<file path="config.mk">
export PLATFORM = sky130hd
export DESIGN_NAME = multicycle_control_flat
export DESIGN_NICKNAME = d
export VERILOG_FILES = /design/src/rtl/mips_ctl_pkg.sv /design/src/rtl/multicycle_control_if.sv /design/src/rtl/mem_wait_timer.sv /design/src/rtl/multicycle_control.sv /design/src/flat_wrapper.sv
export SDC_FILE = /design/constraint.sdc
export NUM_CORES = 1
export LEC_CHECK = 0
export ABC_AREA = 1
export CAP_MARGIN = 20
export CORE_MARGIN = 2
export CORE_UTILIZATION = 46
export CTS_BUF_LIST = sky130_fd_sc_hd__clkbuf_8 sky130_fd_sc_hd__clkbuf_16
export CTS_CLUSTER_DIAMETER = 80
export DETAILED_ROUTE_END_ITERATION = 7
export PLACE_DENSITY = 0.73
export SYNTH_ARGS = -nofsm -noshare
export SYNTH_HDL_FRONTEND = slang
export SYNTH_SLANG_ARGS = --single-unit
</file>
<file path="constraint.sdc">
create_clock -name clk -period 1.9 [get_ports clk]
set_clock_uncertainty 0.2 [all_clocks]
set_input_delay 0.38 -clock clk [delete_from_list [all_inputs] [get_ports clk]]
set_output_delay 0.38 -clock clk [all_outputs]
set_load 0.05 [all_outputs]
</file>
<file path="src/rtl/mips_ctl_pkg.sv">
// Shared encodings for the multi-cycle MIPS main control unit:
// opcodes, FSM state encoding and datapath mux select values.
package mips_ctl_pkg;

    localparam int unsigned OPCODE_W = 6;
    localparam int unsigned STATE_W  = 4;
    localparam int unsigned CNT_W    = 8;

    localparam logic [OPCODE_W-1:0] OP_RTYPE = 6'b000000;
    localparam logic [OPCODE_W-1:0] OP_LW    = 6'b100011;
    localparam logic [OPCODE_W-1:0] OP_SW    = 6'b101011;
    localparam logic [OPCODE_W-1:0] OP_ADDI  = 6'b001000;
    localparam logic [OPCODE_W-1:0] OP_BEQ   = 6'b000100;
    localparam logic [OPCODE_W-1:0] OP_BNE   = 6'b000101;
    localparam logic [OPCODE_W-1:0] OP_J     = 6'b000010;
    localparam logic [OPCODE_W-1:0] OP_JAL   = 6'b000011;

    typedef enum logic [STATE_W-1:0] {
        ST_RESET    = 4'd0,
        ST_FETCH    = 4'd1,
        ST_DECODE   = 4'd2,
        ST_MEMADR   = 4'd3,
        ST_MEMRD    = 4'd4,
        ST_MEMWB    = 4'd5,
        ST_MEMWR    = 4'd6,
        ST_RTYPE_EX = 4'd7,
        ST_RTYPE_WB = 4'd8,
        ST_ADDI_EX  = 4'd9,
        ST_ADDI_WB  = 4'd10,
        ST_BRANCH   = 4'd11,
        ST_JUMP     = 4'd12,
        ST_JAL      = 4'd13,
        ST_TRAP     = 4'd15
    } state_t;

    localparam logic [1:0] ALUOP_ADD   = 2'b00;
    localparam logic [1:0] ALUOP_SUB   = 2'b01;
    localparam logic [1:0] ALUOP_FUNCT = 2'b10;

    localparam logic [1:0] SRCB_B       = 2'b00;
    localparam logic [1:0] SRCB_FOUR    = 2'b01;
    localparam logic [1:0] SRCB_IMM     = 2'b10;
    localparam logic [1:0] SRCB_IMM_SH2 = 2'b11;

    localparam logic [1:0] PCSRC_ALU    = 2'b00;
    localparam logic [1:0] PCSRC_ALUOUT = 2'b01;
    localparam logic [1:0] PCSRC_JUMP   = 2'b10;

    localparam logic [1:0] REGDST_RT = 2'b00;
    localparam logic [1:0] REGDST_RD = 2'b01;
    localparam logic [1:0] REGDST_RA = 2'b10;

    // States that own the shared memory port.
    function automatic logic is_mem_state(state_t s);
        return (s == ST_FETCH) || (s == ST_MEMRD) || (s == ST_MEMWR);
    endfunction

endpackage

</file>
<file path="src/rtl/multicycle_control_if.sv">
// Control/status bundle between the main control FSM (master) and the
// multi-cycle datapath plus unified memory (slave).
interface multicycle_control_if;
    import mips_ctl_pkg::*;

    logic [OPCODE_W-1:0] opcode;
    logic                zero;
    logic                mem_ready;
    logic                stall_in;

    logic                mem_req;
    logic                mem_we;
    logic                iord;
    logic                ir_write;
    logic                pc_write;
    logic                regwrite;
    logic                memtoreg;
    logic [1:0]          regdst;
    logic                alusrc_a;
    logic [1:0]          alusrc_b;
    logic [1:0]          aluop;
    logic [1:0]          pcsrc;
    logic [STATE_W-1:0]  state;
    logic                busy;
    logic                illegal;
    logic                mem_timeout;

    modport master (
        input  opcode, zero, mem_ready, stall_in,
        output mem_req, mem_we, iord, ir_write, pc_write, regwrite, memtoreg,
               regdst, alusrc_a, alusrc_b, aluop, pcsrc, state, busy,
               illegal, mem_timeout
    );

    modport slave (
        output opcode, zero, mem_ready, stall_in,
        input  mem_req, mem_we, iord, ir_write, pc_write, regwrite, memtoreg,
               regdst, alusrc_a, alusrc_b, aluop, pcsrc, state, busy,
               illegal, mem_timeout
    );

endinterface

</file>
<file path="src/rtl/mem_wait_timer.sv">
// Counts memory wait cycles; terminal_c flags the wait cycle that would
// bring the count up to MEM_TIMEOUT.
module mem_wait_timer
    import mips_ctl_pkg::*;
#(
    parameter int unsigned MEM_TIMEOUT = 15
) (
    input  logic clk,
    input  logic rst_n,
    input  logic clear,
    input  logic count_en,
    input  logic hold,
    output logic terminal_c
);

    logic [CNT_W-1:0] count_q;

    always_ff @(posedge clk or negedge rst_n) begin
        if (!rst_n) begin
            count_q <= '0;
        end else if (clear) begin
            count_q <= '0;
        end else if (count_en && !hold) begin
            count_q <= count_q + CNT_W'(1);
        end
    end

    assign terminal_c = count_en && !hold && (count_q == CNT_W'(MEM_TIMEOUT - 1));

endmodule

</file>
<file path="src/rtl/multicycle_control.sv">
// Multi-cycle MIPS main control FSM with memory ready handshake and traps.
// Optional feature: define MCTL_JAL_EN to make opcode 000011 (jal) legal.
module multicycle_control
    import mips_ctl_pkg::*;
#(
    parameter int unsigned MEM_TIMEOUT = 15
) (
    input  logic                 clk,
    input  logic                 rst_n,
    multicycle_control_if.master ctl
);

    state_t              state_q, state_n;
    logic [OPCODE_W-1:0] op_q;
    logic                illegal_q, timeout_q;
    logic                set_illegal_c, set_timeout_c;
    logic                stall_c, req_c, xfer_c, wait_c, term_c, clear_c;
    logic                mem_we_c, iord_c, ir_write_c, pc_write_c;
    logic                regwrite_c, memtoreg_c, alusrc_a_c;
    logic [1:0]          regdst_c, alusrc_b_c, aluop_c, pcsrc_c;

    assign stall_c = ctl.stall_in;
    assign req_c   = is_mem_state(state_q) && !stall_c;
    assign xfer_c  = req_c && ctl.mem_ready;
    assign wait_c  = req_c && !ctl.mem_ready;
    assign clear_c = (state_n != state_q);

    mem_wait_timer #(
        .MEM_TIMEOUT(MEM_TIMEOUT)
    ) u_timer (
        .clk       (clk),
        .rst_n     (rst_n),
        .clear     (clear_c),
        .count_en  (wait_c),
        .hold      (stall_c),
        .terminal_c(term_c)
    );

    always_ff @(posedge clk or negedge rst_n) begin
        if (!rst_n) begin
            state_q <= ST_RESET;
        end else begin
            state_q <= state_n;
        end
    end

    // Opcode latch for branch polarity and lw/sw split, plus sticky trap causes.
    always_ff @(posedge clk or negedge rst_n) begin
        if (!rst_n) begin
            op_q      <= '0;
            illegal_q <= 1'b0;
            timeout_q <= 1'b0;
        end else begin
            if (state_q == ST_DECODE && !stall_c) begin
                op_q <= ctl.opcode;
            end
            illegal_q <= illegal_q | set_illegal_c;
            timeout_q <= timeout_q | set_timeout_c;
        end
    end

    always_comb begin
        state_n       = state_q;
        set_illegal_c = 1'b0;
        set_timeout_c = 1'b0;
        mem_we_c      = 1'b0;
        iord_c        = 1'b0;
        ir_write_c    = 1'b0;
        pc_write_c    = 1'b0;
        regwrite_c    = 1'b0;
        memtoreg_c    = 1'b0;
        alusrc_a_c    = 1'b0;
        regdst_c      = REGDST_RT;
        alusrc_b_c    = SRCB_B;
        aluop_c       = ALUOP_ADD;
        pcsrc_c       = PCSRC_ALU;

        case (state_q)
            ST_RESET: state_n = ST_FETCH;
            ST_FETCH: begin
                alusrc_b_c = SRCB_FOUR;
                ir_write_c = xfer_c;
                pc_write_c = xfer_c;
                if (xfer_c) begin
                    state_n = ST_DECODE;
                end else if (term_c) begin
                    state_n       = ST_TRAP;
                    set_timeout_c = 1'b1;
                end
            end
            ST_DECODE: begin
                alusrc_b_c = SRCB_IMM_SH2;
                case (ctl.opcode)
                    OP_LW, OP_SW:   state_n = ST_MEMADR;
                    OP_RTYPE:       state_n = ST_RTYPE_EX;
                    OP_ADDI:        state_n = ST_ADDI_EX;
                    OP_BEQ, OP_BNE: state_n = ST_BRANCH;
                    OP_J:           state_n = ST_JUMP;
`ifdef MCTL_JAL_EN
                    OP_JAL:         state_n = ST_JAL;
`endif
                    default: begin
                        state_n       = ST_TRAP;
                        set_illegal_c = 1'b1;
                    end
                endcase
            end
            ST_MEMADR: begin
                alusrc_a_c = 1'b1;
                alusrc_b_c = SRCB_IMM;
                state_n    = (op_q == OP_SW) ? ST_MEMWR : ST_MEMRD;
            end
            ST_MEMRD: begin
                iord_c = 1'b1;
                if (xfer_c) begin
                    state_n = ST_MEMWB;
                end else if (term_c) begin
                    state_n       = ST_TRAP;
                    set_timeout_c = 1'b1;
                end
            end
            ST_MEMWR: begin
                iord_c   = 1'b1;
                mem_we_c = 1'b1;
                if (xfer_c) begin
                    state_n = ST_FETCH;
                end else if (term_c) begin
                    state_n       = ST_TRAP;
                    set_timeout_c = 1'b1;
                end
            end
            ST_MEMWB: begin
                regwrite_c = 1'b1;
                memtoreg_c = 1'b1;
                state_n    = ST_FETCH;
            end
            ST_RTYPE_EX: begin
                alusrc_a_c = 1'b1;
                aluop_c    = ALUOP_FUNCT;
                state_n    = ST_RTYPE_WB;
            end
            ST_RTYPE_WB: begin
                regwrite_c = 1'b1;
                regdst_c   = REGDST_RD;
                state_n    = ST_FETCH;
            end
            ST_ADDI_EX: begin
                alusrc_a_c = 1'b1;
                alusrc_b_c = SRCB_IMM;
                state_n    = ST_ADDI_WB;
            end
            ST_ADDI_WB: begin
                regwrite_c = 1'b1;
                state_n    = ST_FETCH;
            end
            ST_BRANCH: begin
                alusrc_a_c = 1'b1;
                aluop_c    = ALUOP_SUB;
                pcsrc_c    = PCSRC_ALUOUT;
                pc_write_c = (op_q == OP_BEQ) ? ctl.zero : !ctl.zero;
                state_n    = ST_FETCH;
            end
            ST_JUMP: begin
                pcsrc_c    = PCSRC_JUMP;
                pc_write_c = 1'b1;
                state_n    = ST_FETCH;
            end
            ST_JAL: begin
                regwrite_c = 1'b1;
                regdst_c   = REGDST_RA;
                pcsrc_c    = PCSRC_JUMP;
                pc_write_c = 1'b1;
                state_n    = ST_FETCH;
            end
            ST_TRAP: state_n = ST_TRAP;
            default: state_n = ST_TRAP;
        endcase

        // External hold freezes the sequence and suppresses every side effect.
        if (stall_c && state_q != ST_RESET) begin
            state_n       = state_q;
            set_illegal_c = 1'b0;
            set_timeout_c = 1'b0;
            mem_we_c      = 1'b0;
            ir_write_c    = 1'b0;
            pc_write_c    = 1'b0;
            regwrite_c    = 1'b0;
        end
    end

    assign ctl.mem_req     = req_c;
    assign ctl.mem_we      = mem_we_c;
    assign ctl.iord        = iord_c;
    assign ctl.ir_write    = ir_write_c;
    assign ctl.pc_write    = pc_write_c;
    assign ctl.regwrite    = regwrite_c;
    assign ctl.memtoreg    = memtoreg_c;
    assign ctl.regdst      = regdst_c;
    assign ctl.alusrc_a    = alusrc_a_c;
    assign ctl.alusrc_b    = alusrc_b_c;
    assign ctl.aluop       = aluop_c;
    assign ctl.pcsrc       = pcsrc_c;
    assign ctl.state       = state_q;
    assign ctl.busy        = (state_q != ST_RESET) && (state_q != ST_TRAP);
    assign ctl.illegal     = illegal_q;
    assign ctl.mem_timeout = timeout_q;

endmodule
</file>
<file path="src/flat_wrapper.sv">
// flat-port wrapper written by rule: the top's interface ports become plain ports
module multicycle_control_flat import mips_ctl_pkg::*;
#(
    parameter int unsigned MEM_TIMEOUT = 15
)
  (clk, rst_n, ctl_opcode, ctl_zero, ctl_mem_ready, ctl_stall_in, ctl_mem_req, ctl_mem_we, ctl_iord, ctl_ir_write, ctl_pc_write, ctl_regwrite, ctl_memtoreg, ctl_regdst, ctl_alusrc_a, ctl_alusrc_b, ctl_aluop, ctl_pcsrc, ctl_state, ctl_busy, ctl_illegal, ctl_mem_timeout);
  multicycle_control_if ctl_i ();
  input  logic clk;
  input  logic rst_n;
  input wire logic [$bits(ctl_i.opcode)-1:0] ctl_opcode;
  input wire logic [$bits(ctl_i.zero)-1:0] ctl_zero;
  input wire logic [$bits(ctl_i.mem_ready)-1:0] ctl_mem_ready;
  input wire logic [$bits(ctl_i.stall_in)-1:0] ctl_stall_in;
  output wire logic [$bits(ctl_i.mem_req)-1:0] ctl_mem_req;
  output wire logic [$bits(ctl_i.mem_we)-1:0] ctl_mem_we;
  output wire logic [$bits(ctl_i.iord)-1:0] ctl_iord;
  output wire logic [$bits(ctl_i.ir_write)-1:0] ctl_ir_write;
  output wire logic [$bits(ctl_i.pc_write)-1:0] ctl_pc_write;
  output wire logic [$bits(ctl_i.regwrite)-1:0] ctl_regwrite;
  output wire logic [$bits(ctl_i.memtoreg)-1:0] ctl_memtoreg;
  output wire logic [$bits(ctl_i.regdst)-1:0] ctl_regdst;
  output wire logic [$bits(ctl_i.alusrc_a)-1:0] ctl_alusrc_a;
  output wire logic [$bits(ctl_i.alusrc_b)-1:0] ctl_alusrc_b;
  output wire logic [$bits(ctl_i.aluop)-1:0] ctl_aluop;
  output wire logic [$bits(ctl_i.pcsrc)-1:0] ctl_pcsrc;
  output wire logic [$bits(ctl_i.state)-1:0] ctl_state;
  output wire logic [$bits(ctl_i.busy)-1:0] ctl_busy;
  output wire logic [$bits(ctl_i.illegal)-1:0] ctl_illegal;
  output wire logic [$bits(ctl_i.mem_timeout)-1:0] ctl_mem_timeout;
  assign ctl_i.opcode = ctl_opcode;
  assign ctl_i.zero = ctl_zero;
  assign ctl_i.mem_ready = ctl_mem_ready;
  assign ctl_i.stall_in = ctl_stall_in;
  assign ctl_mem_req = ctl_i.mem_req;
  assign ctl_mem_we = ctl_i.mem_we;
  assign ctl_iord = ctl_i.iord;
  assign ctl_ir_write = ctl_i.ir_write;
  assign ctl_pc_write = ctl_i.pc_write;
  assign ctl_regwrite = ctl_i.regwrite;
  assign ctl_memtoreg = ctl_i.memtoreg;
  assign ctl_regdst = ctl_i.regdst;
  assign ctl_alusrc_a = ctl_i.alusrc_a;
  assign ctl_alusrc_b = ctl_i.alusrc_b;
  assign ctl_aluop = ctl_i.aluop;
  assign ctl_pcsrc = ctl_i.pcsrc;
  assign ctl_state = ctl_i.state;
  assign ctl_busy = ctl_i.busy;
  assign ctl_illegal = ctl_i.illegal;
  assign ctl_mem_timeout = ctl_i.mem_timeout;
  multicycle_control #(.MEM_TIMEOUT(MEM_TIMEOUT)) u_core (.clk(clk), .rst_n(rst_n), .ctl(ctl_i));
endmodule
</file>
==> impl_metrics.ini, run 1 <==
[outcome]
status = aborted with a tool error
lastStage = global routing
firstError = [ERROR DPL-0038] Utilization greater than 100%, impossible to legalize

[cts]
cts-htree-levels = 1
cts_hold_buf = 0
clock_sinks = 20
numCtsBuffers = 3
clock_path_buffers = 2
root_buffer = clkbuf_8

[timing]
worstEndpointType = top-level output
crit_endpoint = ctl_pc_write

[synth]
synth_adder_area_share = 0.0160
synth_mux_area_frac = 0.0215
synthCells = 226
synth_cell_types = 33
async_reset_ff_frac = 1.00
synth-simple-area-share = 0.429
yosys_warnings = 0
synth_area_um2 = 1570
synth_enable_flop_cells = 0
synth_flop_cell = dfrtp_1
syn_nets = 239
avgSynthCellArea_um2 = 6.94
ys_ff_latch = 20
synth_compound_area_frac = 0.0774
synthXorXnorAreaFrac = 0.0279
synth_top_family_by_area = simple AND/OR/NAND/NOR gates
ys_seq_area_frac = 0.319

[place]
placed_cells = 366
place_area_um2 = 2710
place.detailed.hpwl_um = 3620
gp_congestion = 0.960
io_buffers = 33
pre_cts_slack_ns = -0.444

[floorplan]
rows = 21
die_w_um = 62.4
initial_core_util = 0.474
ios = 34
die_h_um = 62.4

[grt]
grt_max_degree = 21
## Yosys cell counts (4+ instances only)
| cell | count | share of area |
|---|---|---|
| nor2_4 | 4 | 0.029 |
| nor2_2 | 9 | 0.036 |
| nor3_1 | 6 | 0.019 |
| nor2_1 | 28 | 0.067 |
| inv_1 | 36 | 0.086 |
| xor2_1 | 5 | 0.028 |
| o21ai_0 | 10 | 0.032 |
| nand2_1 | 53 | 0.13 |
| dfrtp_1 | 20 | 0.32 |
| nand3_1 | 17 | 0.054 |
| nand2_4 | 4 | 0.029 |
| inv_2 | 5 | 0.012 |
## logic make-up after synthesis
group,after synthesis
fa+ha+maj,2
mux,3
buf+inv,44
simple gates,132
xor+xnor,5
compound gates,20
flops,20
## what timing repair did
action	in CTS
gates cloned	0
resized for setup	71
pin swaps	20
setup endpoints to repair	25
buffers inserted	20
## per-stage QoR
| stage | util | TNS (ns) |
|---|---|---|
| after floorplan | - | -2.16 |
| after global placement | 0.819 | -5.00 |
| after detailed placement | 0.819 | -6.14 |
| after CTS | 0.955 | -4.23 |
==> run 2: changes to the inputs <==
--- a/config.mk
+++ b/config.mk
@@ -8,11 +8,9 @@
 export ABC_AREA = 1
 export CAP_MARGIN = 20
 export CORE_MARGIN = 2
-export CORE_UTILIZATION = 46
-export CTS_BUF_LIST = sky130_fd_sc_hd__clkbuf_8 sky130_fd_sc_hd__clkbuf_16
-export CTS_CLUSTER_DIAMETER = 80
+export CORE_UTILIZATION = 35
 export DETAILED_ROUTE_END_ITERATION = 7
-export PLACE_DENSITY = 0.73
+export PLACE_DENSITY_LB_ADDON = 0.15
 export SYNTH_ARGS = -nofsm -noshare
 export SYNTH_HDL_FRONTEND = slang
 export SYNTH_SLANG_ARGS = --single-unit
==> constraint.sdc (replaced) <==
create_clock -name clk -period 2.45 [get_ports clk]
set_clock_uncertainty 0.2 [all_clocks]
set_input_delay 0.49 -clock clk [delete_from_list [all_inputs] [get_ports clk]]
set_output_delay 0.49 -clock clk [all_outputs]
set_load 0.05 [all_outputs]
==> impl_metrics.ini, run 2 <==
[timing]
max_freq_mhz = 421
slew_violations = 0
slew_headroom = 0.668
worst_hold_slack_ns = 0.273
setup-violations-final = 0
period_minus_slack_ns = 2.37
rsz0062_at_grt = yes
finalHoldViolations = 0
tightest_slew_ns = 0.497
fin_setup_tns_ns = 0
fin_crit_sh = 0.969

[synth]
async_reset_ff_frac = 1.00
ys_seq_area_frac = 0.319
syn_nets = 239
synth_adder_area_share = 0.0160
yosys_warnings = 0
synth_top_family_by_area = simple AND/OR/NAND/NOR gates
synth.largest_area_cell = dfrtp_1
ys_ff_latch = 20
synth_common_cells = nand2_1 (53), inv_1 (36), nor2_1 (28)
synth_compound_area_frac = 0.0774
synth_cell_types = 33
avgSynthCellArea_um2 = 6.94
synth-simple-area-share = 0.429
synthCells = 226
synth_mux_area_frac = 0.0215
synthTopCellsByArea = dfrtp_1 (32%), nand2_1 (13%), inv_1 (8.6%), nor2_1 (6.7%), nand3_1 (5.4%)
synth_top_area_frac = 0.319
synthXorXnorAreaFrac = 0.0279
synth_flop_cell = dfrtp_1
synth_area_um2 = 1570
yosys.cell_count.top_type = nand2_1
synth_enable_flop_cells = 0

[detailed_routing]
routed_via_density = 4.71
postRouteAntennaNets = 0
wl_per_cell_um = 11.3
wl_um = 3590
dr.pass1.iters = 4
drc = 0
vias = 1492
drt_iter0_drc = 71

[power_and_ir_drop]
peakVddDrop_mv = 0.281
power_mw = 0.597
p_leak_nw = 1.07
power_density_nw_per_um2 = 268

[grt]
grt_usage = 0.149
antenna_found_initial = 0
grt_max_degree = 21
grt_pass1_vias = 1370
grt_pass1_wl_um = 6070
overflow = 0

[worst_setup_path]
cp_top_family = flip-flops
cp.arrival_ns = 1.68
startpoint = u_core.op_q[1]
cp_slowest_cell = dfrtp_1
r2r_start = u_core.ctl.state[0]
path_class = flip-flop to output pin
startpoint_type = flip-flop
cp_max_fo = 3
critical_path_buf_inv_count = 2
slowest_delay_ns = 0.39
cp-end-kind = output pin
critical_path.cell_chain = nor2_1, nand3_1, nor3_2, inv_1, a21oi_2, o21ai_1, a31oi_2, buf_12
cp.required_ns = 1.76

[final_layout]
n_fill_cell = 434
area_growth_pct = 41.7
drive_above_1_share = 0.279
max_flop_register = u_core.u_timer.count_q
nNetsFinal = 280
largest_reg_flops = 8
finalCoreUtilization = 0.514
antenna_cells = 0
final_common_cell = nand2_1
final_cell_mix = nand2_1 (53), inv_1 (35), nor2_1 (27)

[cts]
clock_path_buffers = 2
clock_sinks = 20
cts-htree-levels = 1
numCtsBuffers = 3
cts_tree = yes
root_buffer = clkbuf_8
insertion_delay_ns = 0.26
clk_pin_slew_ns = 0.07

[floorplan]
initial_core_util = 0.363
die-area_um2 = 5030
die_w_um = 70.9
ios = 34
die_h_um = 70.9
core-area_um2 = 4320
rows = 24

[place]
place.detailed.hpwl_um = 2930
io_buffers = 33
gp_congestion = 0.860

[worst_hold_path]
hold_class = flip-flop to flip-flop
min_from = u_core.ctl.mem_timeout

[outcome]
status = finished, final reports clean

[flow_run]
cap_violations = 0
[run 2: cells by family (layout without fill, tap and decap cells)]
kind of cell,count (synthesis),count (layout)
DFF,20,20
xor gates and xnor gates,5,5
muxes,3,3
buffers and inverters,44,83
adders and majority gates,2,2
and+or+nand+nor,132,132
AOI/OAI and AO/OA,20,20
[run 2: worst paths after layout]
check / to / slack (ns) / cells after the start
setup reg to reg: u_core.u_timer.count_q[2] / 0.31 / 12
setup / recovery: ctl_pc_write / 0.08 / 8
min in group asynchronous: u_core.op_q[5] / 0.36 / 2
max in group asynchronous: u_core.ctl.state[2] / 1.45 / 2
hold / removal: u_core.ctl.mem_timeout / 0.27 / 2
hold reg to reg: u_core.ctl.mem_timeout / 0.27 / 2
[run 2: metrics by stage]
stage | instance area, um2 | std cells | setup WS (ns)
after floorplan | 1580 | 226 | -0.107
after global placement | 2160 | 314 | 0.0244
after detailed placement | 2160 | 314 | 0.00444
after CTS | 2210 | 317 | 0.0159
after global routing | 2220 | 317 | -0.0236
final | 2220 | 317 | 0.0751
[run 2: final cells by class]
cell class / count / area (um2) / share of cell area
clock buffer: 3 / 41.3 / 0.0186
inverter: 42 / 158 / 0.0709
multi-input combinational: 162 / 930 / 0.418
sequential: 20 / 505 / 0.227
tap: 52 / 65.1 / 0.0293
timing repair buffer: 38 / 523 / 0.235
[run 2: metal layers]
metal / wire (um) / track usage / vias to the layer above
met5: 0 / 0 / -
met4: 68 / 0.0608 / 0
met3: 151 / 0.0242 / 7
met2: 1600 / 0.232 / 36
met1: 1770 / 0.208 / 666
li1: - / - / 783
[run 2: power breakdown]
group	total, mW	leakage [nW]	switching [mW]	internal (mW)
Clock	0.216	0.0216	0.106	0.110
Combinational	0.0511	0.812	0.0275	0.0236
Sequential	0.330	0.236	0	0.330
[run 2: what timing repair did]
action,in CTS,in global routing
resized for setup,4,6
buffers inserted,0,0
hold buffers,0,0
pin swaps,0,3
endpoints found under the setup margin,1,1
[run 2: worst reg2reg max path, stage by stage (launching register included)]
cell,delay (ns)
dfrtp_2,0.46
inv_2,0.16
nand2_1,0.13
nor2_2,0.23
inv_2,0.07
nor2_1,0.17
nor2_1,0.09
nand2_1,0.09
nand3_1,0.07
nand2_1,0.08
clkinv_1,0.09
nand2_4,0.15
nor2_2,0.04
Power figures use the tool's default switching activity.
